## src/rtl/rotary_value_ctl.sv

```systemverilog
// Rotary-encoder value controller: accumulates cw/ccw detents into a bounded 8-bit value with CPU access.
// Optional feature: define ACCEL_EN to enable same-direction acceleration (4*STEP within ACCEL_WINDOW cycles).
module rotary_value_ctl #(
    parameter int VAL_MIN      = 0,
    parameter int VAL_MAX      = 255,
    parameter int ACCEL_WINDOW = 2000
) (
    input  logic        clk_clk,
    input  logic        reset_reset,
    input  logic        rotary_cw,
    input  logic        rotary_ccw,
    input  logic [1:0]  avs_address,
    input  logic        avs_read,
    input  logic        avs_write,
    input  logic [31:0] avs_writedata,
    output logic [31:0] avs_readdata,
    output logic        irq,
    output logic [7:0]  disp_value
);

    typedef enum logic [1:0] {IDLE, CALC, COMMIT} state_t;

    localparam logic [7:0] MIN8  = 8'(VAL_MIN);
    localparam logic [7:0] MAX8  = 8'(VAL_MAX);
    localparam int         RANGE = VAL_MAX - VAL_MIN + 1;

    state_t      state_q;
    logic [7:0]  value_q, nextVal_q, nextVal_d;
    logic [3:0]  step_q;
    logic [2:0]  ctrl_q;
    logic        chg_q, ovf_q;
    logic [7:0]  evcnt_q;
    logic        dir_q, pendValid_q, pendDir_q;
    logic [31:0] readdata_q, readMux_d;
    logic [7:0]  wrClamped;
    logic [5:0]  stepEff;
    logic        accelFlag;

    logic evValid, evDir, valueWr, statusWr;
    logic unusedWd;

    assign evValid  = ctrl_q[2] & (rotary_cw ^ rotary_ccw);
    assign evDir    = rotary_cw;
    assign valueWr  = avs_write && (avs_address == 2'd0);
    assign statusWr = avs_write && (avs_address == 2'd3);
    assign unusedWd = ^avs_writedata[31:8];

    assign avs_readdata = readdata_q;
    assign disp_value   = value_q;
    assign irq          = chg_q & ctrl_q[1];

`ifdef ACCEL_EN
    localparam int CW = $clog2(ACCEL_WINDOW + 1);
    logic [CW-1:0] accelCnt_q;
    logic          accel_q, lastAccel_q, lastDir_q;
    assign stepEff   = accel_q ? {step_q, 2'b00} : {2'b00, step_q};
    assign accelFlag = lastAccel_q;
`else
    assign stepEff   = {2'b00, step_q};
    assign accelFlag = 1'b0;
`endif

    always_comb begin
        wrClamped = avs_writedata[7:0];
        if ($signed({2'b00, avs_writedata[7:0]}) < $signed(10'(VAL_MIN)))
            wrClamped = MIN8;
        else if ($signed({2'b00, avs_writedata[7:0]}) > $signed(10'(VAL_MAX)))
            wrClamped = MAX8;
    end

    always_comb begin
        case (avs_address)
            2'd0:    readMux_d = {24'd0, value_q};
            2'd1:    readMux_d = {28'd0, step_q};
            2'd2:    readMux_d = {29'd0, ctrl_q};
            default: readMux_d = {16'd0, evcnt_q, 5'd0, accelFlag, ovf_q, chg_q};
        endcase
    end

    // Next value: 10-bit signed sum, then saturated or wrapped modulo the range into [VAL_MIN,VAL_MAX]
    logic signed [9:0] sum, off;
    logic [9:0]        mag, rem;
    always_comb begin
        sum = dir_q ? ($signed({2'b00, value_q}) + $signed({4'b0000, stepEff}))
                    : ($signed({2'b00, value_q}) - $signed({4'b0000, stepEff}));
        off = sum - $signed(10'(VAL_MIN));
        mag = 10'd0;
        rem = 10'd0;
        nextVal_d = sum[7:0];
        if (ctrl_q[0]) begin
            if (off < 0) begin
                mag = $unsigned(-off - 10'sd1);
                rem = mag % 10'(RANGE);
                nextVal_d = MAX8 - rem[7:0];
            end else begin
                rem = $unsigned(off) % 10'(RANGE);
                nextVal_d = MIN8 + rem[7:0];
            end
        end else if (sum < $signed(10'(VAL_MIN))) begin
            nextVal_d = MIN8;
        end else if (sum > $signed(10'(VAL_MAX))) begin
            nextVal_d = MAX8;
        end
    end

    always_ff @(posedge clk_clk or posedge reset_reset) begin
        if (reset_reset) begin
            state_q     <= IDLE;
            value_q     <= MIN8;
            nextVal_q   <= MIN8;
            step_q      <= 4'd1;
            ctrl_q      <= 3'b100;
            chg_q       <= 1'b0;
            ovf_q       <= 1'b0;
            evcnt_q     <= 8'd0;
            dir_q       <= 1'b0;
            pendValid_q <= 1'b0;
            pendDir_q   <= 1'b0;
            readdata_q  <= 32'd0;
`ifdef ACCEL_EN
            accelCnt_q  <= CW'(ACCEL_WINDOW);
            accel_q     <= 1'b0;
            lastAccel_q <= 1'b0;
            lastDir_q   <= 1'b0;
`endif
        end else begin
            if (avs_read)
                readdata_q <= readMux_d;
            if (avs_write && avs_address == 2'd1)
                step_q <= (avs_writedata[3:0] == 4'd0) ? 4'd1 : avs_writedata[3:0];
            if (avs_write && avs_address == 2'd2)
                ctrl_q <= avs_writedata[2:0];
            // Clears come first so a same-cycle commit or overflow set overrides them
            if (statusWr) begin
                if (avs_writedata[0]) chg_q   <= 1'b0;
                if (avs_writedata[1]) ovf_q   <= 1'b0;
                if (avs_writedata[2]) evcnt_q <= 8'd0;
            end
`ifdef ACCEL_EN
            if (accelCnt_q < CW'(ACCEL_WINDOW))
                accelCnt_q <= accelCnt_q + CW'(1);
`endif
            // Events that cannot start now park in the single pending slot
            if (evValid && (state_q != IDLE || valueWr)) begin
                if (!pendValid_q) begin
                    pendValid_q <= 1'b1;
                    pendDir_q   <= evDir;
                end else begin
                    ovf_q <= 1'b1;
                end
            end
            case (state_q)
                IDLE: begin
                    if (valueWr) begin
                        value_q <= wrClamped;
                    end else if (pendValid_q) begin
                        dir_q   <= pendDir_q;
                        state_q <= CALC;
                        if (evValid)
                            pendDir_q <= evDir;
                        else
                            pendValid_q <= 1'b0;
`ifdef ACCEL_EN
                        accel_q <= (pendDir_q == lastDir_q) && (accelCnt_q < CW'(ACCEL_WINDOW));
`endif
                    end else if (evValid) begin
                        dir_q   <= evDir;
                        state_q <= CALC;
`ifdef ACCEL_EN
                        accel_q <= (evDir == lastDir_q) && (accelCnt_q < CW'(ACCEL_WINDOW));
`endif
                    end
                end
                CALC: begin
                    if (valueWr) begin
                        value_q <= wrClamped;
                        state_q <= IDLE;
                    end else begin
                        nextVal_q <= nextVal_d;
                        state_q   <= COMMIT;
                    end
                end
                COMMIT: begin
                    state_q <= IDLE;
                    if (valueWr) begin
                        value_q <= wrClamped;
                    end else begin
                        value_q <= nextVal_q;
                        chg_q   <= 1'b1;
                        evcnt_q <= evcnt_q + 8'd1;
`ifdef ACCEL_EN
                        accelCnt_q  <= CW'(0);
                        lastAccel_q <= accel_q;
                        lastDir_q   <= dir_q;
`endif
                    end
                end
                default: state_q <= IDLE;
            endcase
        end
    end

endmodule

```

## config.mk

```make
export PLATFORM = sky130hd
export DESIGN_NAME = rotary_value_ctl
export DESIGN_NICKNAME = d
export VERILOG_FILES = /design/src/rtl/rotary_value_ctl.sv
export SDC_FILE = /design/constraint.sdc
export NUM_CORES = 1
export LEC_CHECK = 0
export ABC_AREA = 0
export CAP_MARGIN = 25
export CORE_ASPECT_RATIO = 1.75
export CORE_UTILIZATION = 45
export CTS_BUF_LIST = sky130_fd_sc_hd__clkbuf_8 sky130_fd_sc_hd__clkbuf_16
export DETAILED_ROUTE_END_ITERATION = 8
export HOLD_SLACK_MARGIN = 0.02
export PLACE_DENSITY = 0.74
export SYNTH_ARGS = -nofsm -noshare
export SYNTH_HDL_FRONTEND = slang
export SYNTH_SLANG_ARGS = --single-unit
```

## constraint.sdc

```tcl
create_clock -name clk_clk -period 2.8 [get_ports clk_clk]
set_input_delay 0.28 -clock clk_clk [delete_from_list [all_inputs] [get_ports clk_clk]]
set_output_delay 0.28 -clock clk_clk [all_outputs]
set_load 0.005 [all_outputs]
```

# [After elaboration in Yosys (flattened, before gate mapping)]
# Cells that the tools add are included.
[totals] reg_bits=70 output_inout_bits=41 word_cells=90
[classes] n_addsub=6 n_lt_le_gt_ge=3 n_eq_ne=8 n_mux=40 bitwise_logic=4 n_reduce_logical=17
[ops] op="8-bit two-way mux" n=10
[ops] op="16-bit one-hot mux with 3 select lines" n=1
[ops] op="1-bit two-way mux" n=21
[ops] op="10-bit by 1-bit < comparator with 1-bit output, second input constant" n=2
[ops] op="8-bit one-hot mux with 2 select lines" n=1
[ops] op="10-bit by 9-bit > comparator with 1-bit output, second input constant" n=1
[ops] op="10-bit two-way mux" n=1
[ops] op="8-bit by 4-bit adder with 9-bit output" n=1
[ops] op="8-bit by 4-bit subtractor with 9-bit output" n=1
[ops] op="8-bit by 1-bit adder with 8-bit output, second input constant" n=1
[ops] op="2-bit two-way mux" n=4
[ops] op="8-bit negator" n=1
[ops] op="8-bit by 2-bit subtractor with 8-bit output, second input constant" n=1
[ops] op="8-bit subtractor, first input constant" n=1
[ops] op="2-bit equality test, second input constant" n=3
[ops] op="2-bit AND reduction" n=3
[ops] op="2-bit nonzero test" n=3
[ops] op="1-bit logical AND" n=5
[ops] op="2-bit by 1-bit equality test with 1-bit output, second input constant" n=2
[ops] op="2-bit zero test" n=2
[ops] op="4-bit zero test" n=1
[ops] op="4-bit two-way mux" n=1
[ops] op="2-bit one-hot mux with 2 select lines" n=1
[ops] op="3-bit inequality test, second input constant" n=1
[ops] op="8 further kinds" n=9

# [Logic depth before layout (Yosys ltp)]
[logic_depth] ltp_word=9 mapped_depth=10 ltp_nobuf=9

# [Worst setup path after synthesis]
# Ideal clock, no wire load.
[synth_path] kind="register to register" start="register step_q[0]" end="register nextVal_q[0]" arrival_time_ns=2.160 required_time_ns=2.679 slack_ns=0.518 path_stages_with_launch=10 path_buffers=1 cell_sequence="dfstp_2 > ha_1 > inv_1 > fa_1 > a21o_1 > a2111oi_4 > a21oi_4 > buf_2 > a22oi_1 > nand2_1"
[synth_between] elab_chain_cells=7
[synth_rtl] item="start, declared" line_no="29" rtl="logic [3:0] step_q;"
[synth_rtl] item="start signal, assigned" line_no="130" rtl="step_q <= (avs_writedata[3:0] == 4'd0) ? 4'd1 : avs_writedata[3:0];"
[synth_rtl] item="8-bit by 4-bit subtractor with 9-bit output / 8-bit by 4-bit adder with 9-bit output (equally long branches)" line_no="85, 84"
[synth_rtl] item="10-bit two-way mux *" line_no="84" rtl="sum = dir_q ? ($signed({2'b00, value_q}) + $signed({4'b0000, stepEff}))"
[synth_rtl] item="8-bit negator" line_no="92" rtl="mag = $unsigned(-off - 10'sd1);"
[synth_rtl] item="8-bit by 2-bit subtractor with 8-bit output" line_no="92"
[synth_rtl] item="8-bit subtractor" line_no="94" rtl="nextVal_d = MAX8 - rem[7:0];"
[synth_rtl] item="8-bit two-way mux" line_no="91" rtl="if (off < 0) begin"
[synth_rtl] item="8-bit two-way mux *" line_no="90" rtl="if (ctrl_q[0]) begin"
[synth_rtl] item="end signal, assigned" line_no="179" rtl="nextVal_q <= nextVal_d;"
[synth_rtl] item="end, declared" line_no="28" rtl="logic [7:0] value_q, nextVal_q, nextVal_d;"
# Mark *: on every way between the ends. The rest lies on a longest branch, timed or not.
# A chain may end at the register's enable or synchronous reset.

# [Worst setup path in the final report]
[layout_path] start="register step_q[0]" end="register nextVal_q[6]"
# The elaborated chain is that of the path after synthesis.

==> results.yml <==
run_status:
  status: "finished clean"
clock_tree:
  cts_buffers: 5
  cts-root-buf: "clkbuf_16"
  postCtsSetupBuffers: 0
  ctsHtreeMaxLevel: 2
  cts.path.max_buffers: 2
  cts_tree: "done"
  clock-sinks: 54
  cts-resized-gates: 0
  insertion_delay_ns: 0.29
  cts-hold-fix-buffers: 0
  path_clk_slew_ns: 0.07
floorplan:
  core-area_mm2: 0.00686
  io_pins: 81
  start_util_pct: 46.6
  fp.dieH_um: 113
  row_count: 40
  die_width_um: 65.7
  die_area_mm2: 0.00745
global_routing:
  grt_overflow_total: 0
  grt_pass1_vias: 2570
  grt_pass1_wl_mm: 12.3
  grt_antenna_before_repair: 0
  grt_max_degree: 55
  grt_usage_pct: 21.8
synth:
  avgSynthCellArea_um2: 9.65
  synthTopCellsByArea: "dfrtp_1, mux2_2, ha_1"
  synthDistinctLibCells: 51
  yosysWarnings: 0
  async_flop_share_pct: 100
  synthFlopType: "dfrtp_1"
  synth_top_area_share_pct: 40.7
  synth_edf_count: 0
  ys_seq_area_share_pct: 42.4
  netlist.top_cell.by_area: "dfrtp_1"
  ys_ff_latch: 54
  syn_area_mm2: 0.00319
  syn-instance-count: 331
detailed_routing:
  totalWireLength_mm: 7.33
  ant_nets: 0
  avgViaCountPerCell: 5.58
  route.detailed.drc: 0
  avgRoutedWirePerCell_um: 16.0
  drtIter0Drc: 164
  via_count: 2555
  drtPass1Iterations: 4
worst_setup_path:
  start_kind: "register"
  crit_path_max_fanout: 12
  setup.worst_path.class: "reg -> reg"
  reg2reg_from: "step_q[0]"
  end_kind: "register"
  critPathRequiredTime_ns: 2.96
  crit_arrival_ns: 2.64
  crit_start: "step_q[0]"
cells_and_area:
  drive_gt1_share_pct: 13.4
  antenna_cells: 0
  multi_input_area_mm2: 0.00159
  layout.nets: 425
  post-route-util_pct: 56.3
  regArea_mm2: 0.00135
  fillerInstances: 617
  final_area_mm2: 0.00386
  area_growth_pct: 20.8
sta:
  max_clock_freq_mhz: 405
  timing_hold_violations_final: 0
  setup_viol: 0
  max_slew_margin_pct: 51.0
  worst_pin_slew_ns: 0.732
  tns_ns: 0
  report.final.slew_viol_count: 0
  period_share_pct: 88.2
  finalClockSkew_ns: 0.00471
  rsz0062_at_grt: "false"
  min_period_ns: 2.47
placement:
  postPlaceCellArea_mm2: 0.00366
  place.gp.congestion: 0.822
  io_buffers: 40
  dp_hpwl_mm: 5.63
power:
  ir_drop_mv: 0.483
  power.leakage_uw: 0.00166
  power.density_mw_per_mm2: 928
worst_hold_path:
  hp-start: "nextVal_q[0]"
  worst_hold_path_type: "reg -> reg"
run:
  cap_violations: 0
synth_stat cells, types with 3 or more instances:
cell type  instances
inv_1             23
buf_4             16
xor2_1             3
dfrtp_1           52
nor3_1             3
nand2b_1           6
o32ai_1            6
a21oi_1           12
nand4_1            4
or3_1              6
o211ai_1           8
nor2_1            12
ha_1              10
nand2_1           31
mux2_2            15
nor2b_1            6
mux2i_1            4
buf_2              5
nand3_1           17
clkbuf_1          13
nand3b_1           3
o21ai_0           21
o22ai_1           11
and2_1             3
a22oi_1            5
registers in the layout, summed over array words and instances, names as in the netlist:
register and flops:
nextVal_q 8, dir_q 1, pendValid_q 1, state_q 2
evcnt_q 8, disp_value 8, ovf_q 1, chg_q 1
ctrl_q 3, step_q 4, pendDir_q 1, avs_readdata 16
critical path, cell delays in order (launching register included):
cell and delay [ns]:
dfstp_2 0.60, ha_1 0.16, inv_1 0.05, fa_1 0.40
a21o_1 0.21, a2111oi_4 0.44, a21oi_4 0.17, a22oi_1 0.19
o211ai_1 0.12
cells by family (layout without fill, tap and decap cells):
| family | after synthesis | in the layout | share of synthesized area [%] |
|---|---|---|---|
| adder cells (fa/ha/maj) | 13 | 13 | 5.48 |
| flip-flops | 54 | 54 | 42.4 |
| XOR/XNOR | 5 | 5 | 1.37 |
| other | 1 | 16 | 0.117 |
| AND/OR/NAND/NOR | 103 | 103 | 17.2 |
| AO/OA/AOI/OAI | 75 | 75 | 16.0 |
| buffers and inverters | 59 | 87 | 9.48 |
| multiplexers | 21 | 21 | 7.95 |
area by class of cell:
class,count,area share [%]
timing repair buffer,56,13.5
multi-input combinational,233,41.3
clock buffer,6,3.60
inverter,23,2.24
tap,84,2.72
sequential,54,35.1
clock inverter,2,1.56
where the power goes:
| group | switching (uW) | leakage, uW | internal, uW |
|---|---|---|---|
| Combinational | 689 | 0.000876 | 747 |
| Sequential | 313 | 0.000684 | 1020 |
| Clock | 276 | 0.0000971 | 537 |
| Total | 1280 | 0.00166 | 2300 |
final timing paths:
path                                    endpoint  slack [ns]  cells after the start
worst max-delay path                nextVal_q[6]        0.33                      8
worst min-delay path                nextVal_q[0]        0.47                      2
worst max register to register      nextVal_q[6]        0.33                      8
worst min register to register      nextVal_q[0]        0.47                      2
max in group asynchronous           nextVal_q[2]        1.85                      3
min in group asynchronous       avs_readdata[10]        0.49                      3
metal layers:
layer / vias up / routed length, um / track usage, %
li1: 1225 / - / -
met1: 1252 / 2680 / 23.5
met2: 62 / 4210 / 39.3
met3: 16 / 191 / 2.90
met4: 0 / 243 / 12.2
met5: - / 0 / 0
per-stage QoR:
stage | total power [uW] | hold slack [ns] | cells | setup slack, ns
6_report | 3580 | 0.469 | 458 | 0.329
2_1_floorplan | 2250 | 0.430 | 346 | 0.518
3_5_place_dp | 2790 | 0.457 | 450 | 0.343
4_1_cts | 3610 | 0.473 | 458 | 0.326
3_3_place_gp | 2740 | 0.454 | 450 | 0.433
5_1_grt | 3840 | 0.500 | 458 | 0.131
layout by cell type (no fill, tap or decap), types with 11 or more instances in the layout:
cell              n
conb_1           16
clkdlybuf4s50_1  40
inv_1            22
a21oi_1          12
buf_4            16
nand3_1          17
nand2_1          31
nor2_1           12
dfrtp_1          52
o21ai_0          21
o22ai_1          11
mux2_2           15
Power figures use the tool's default switching activity.
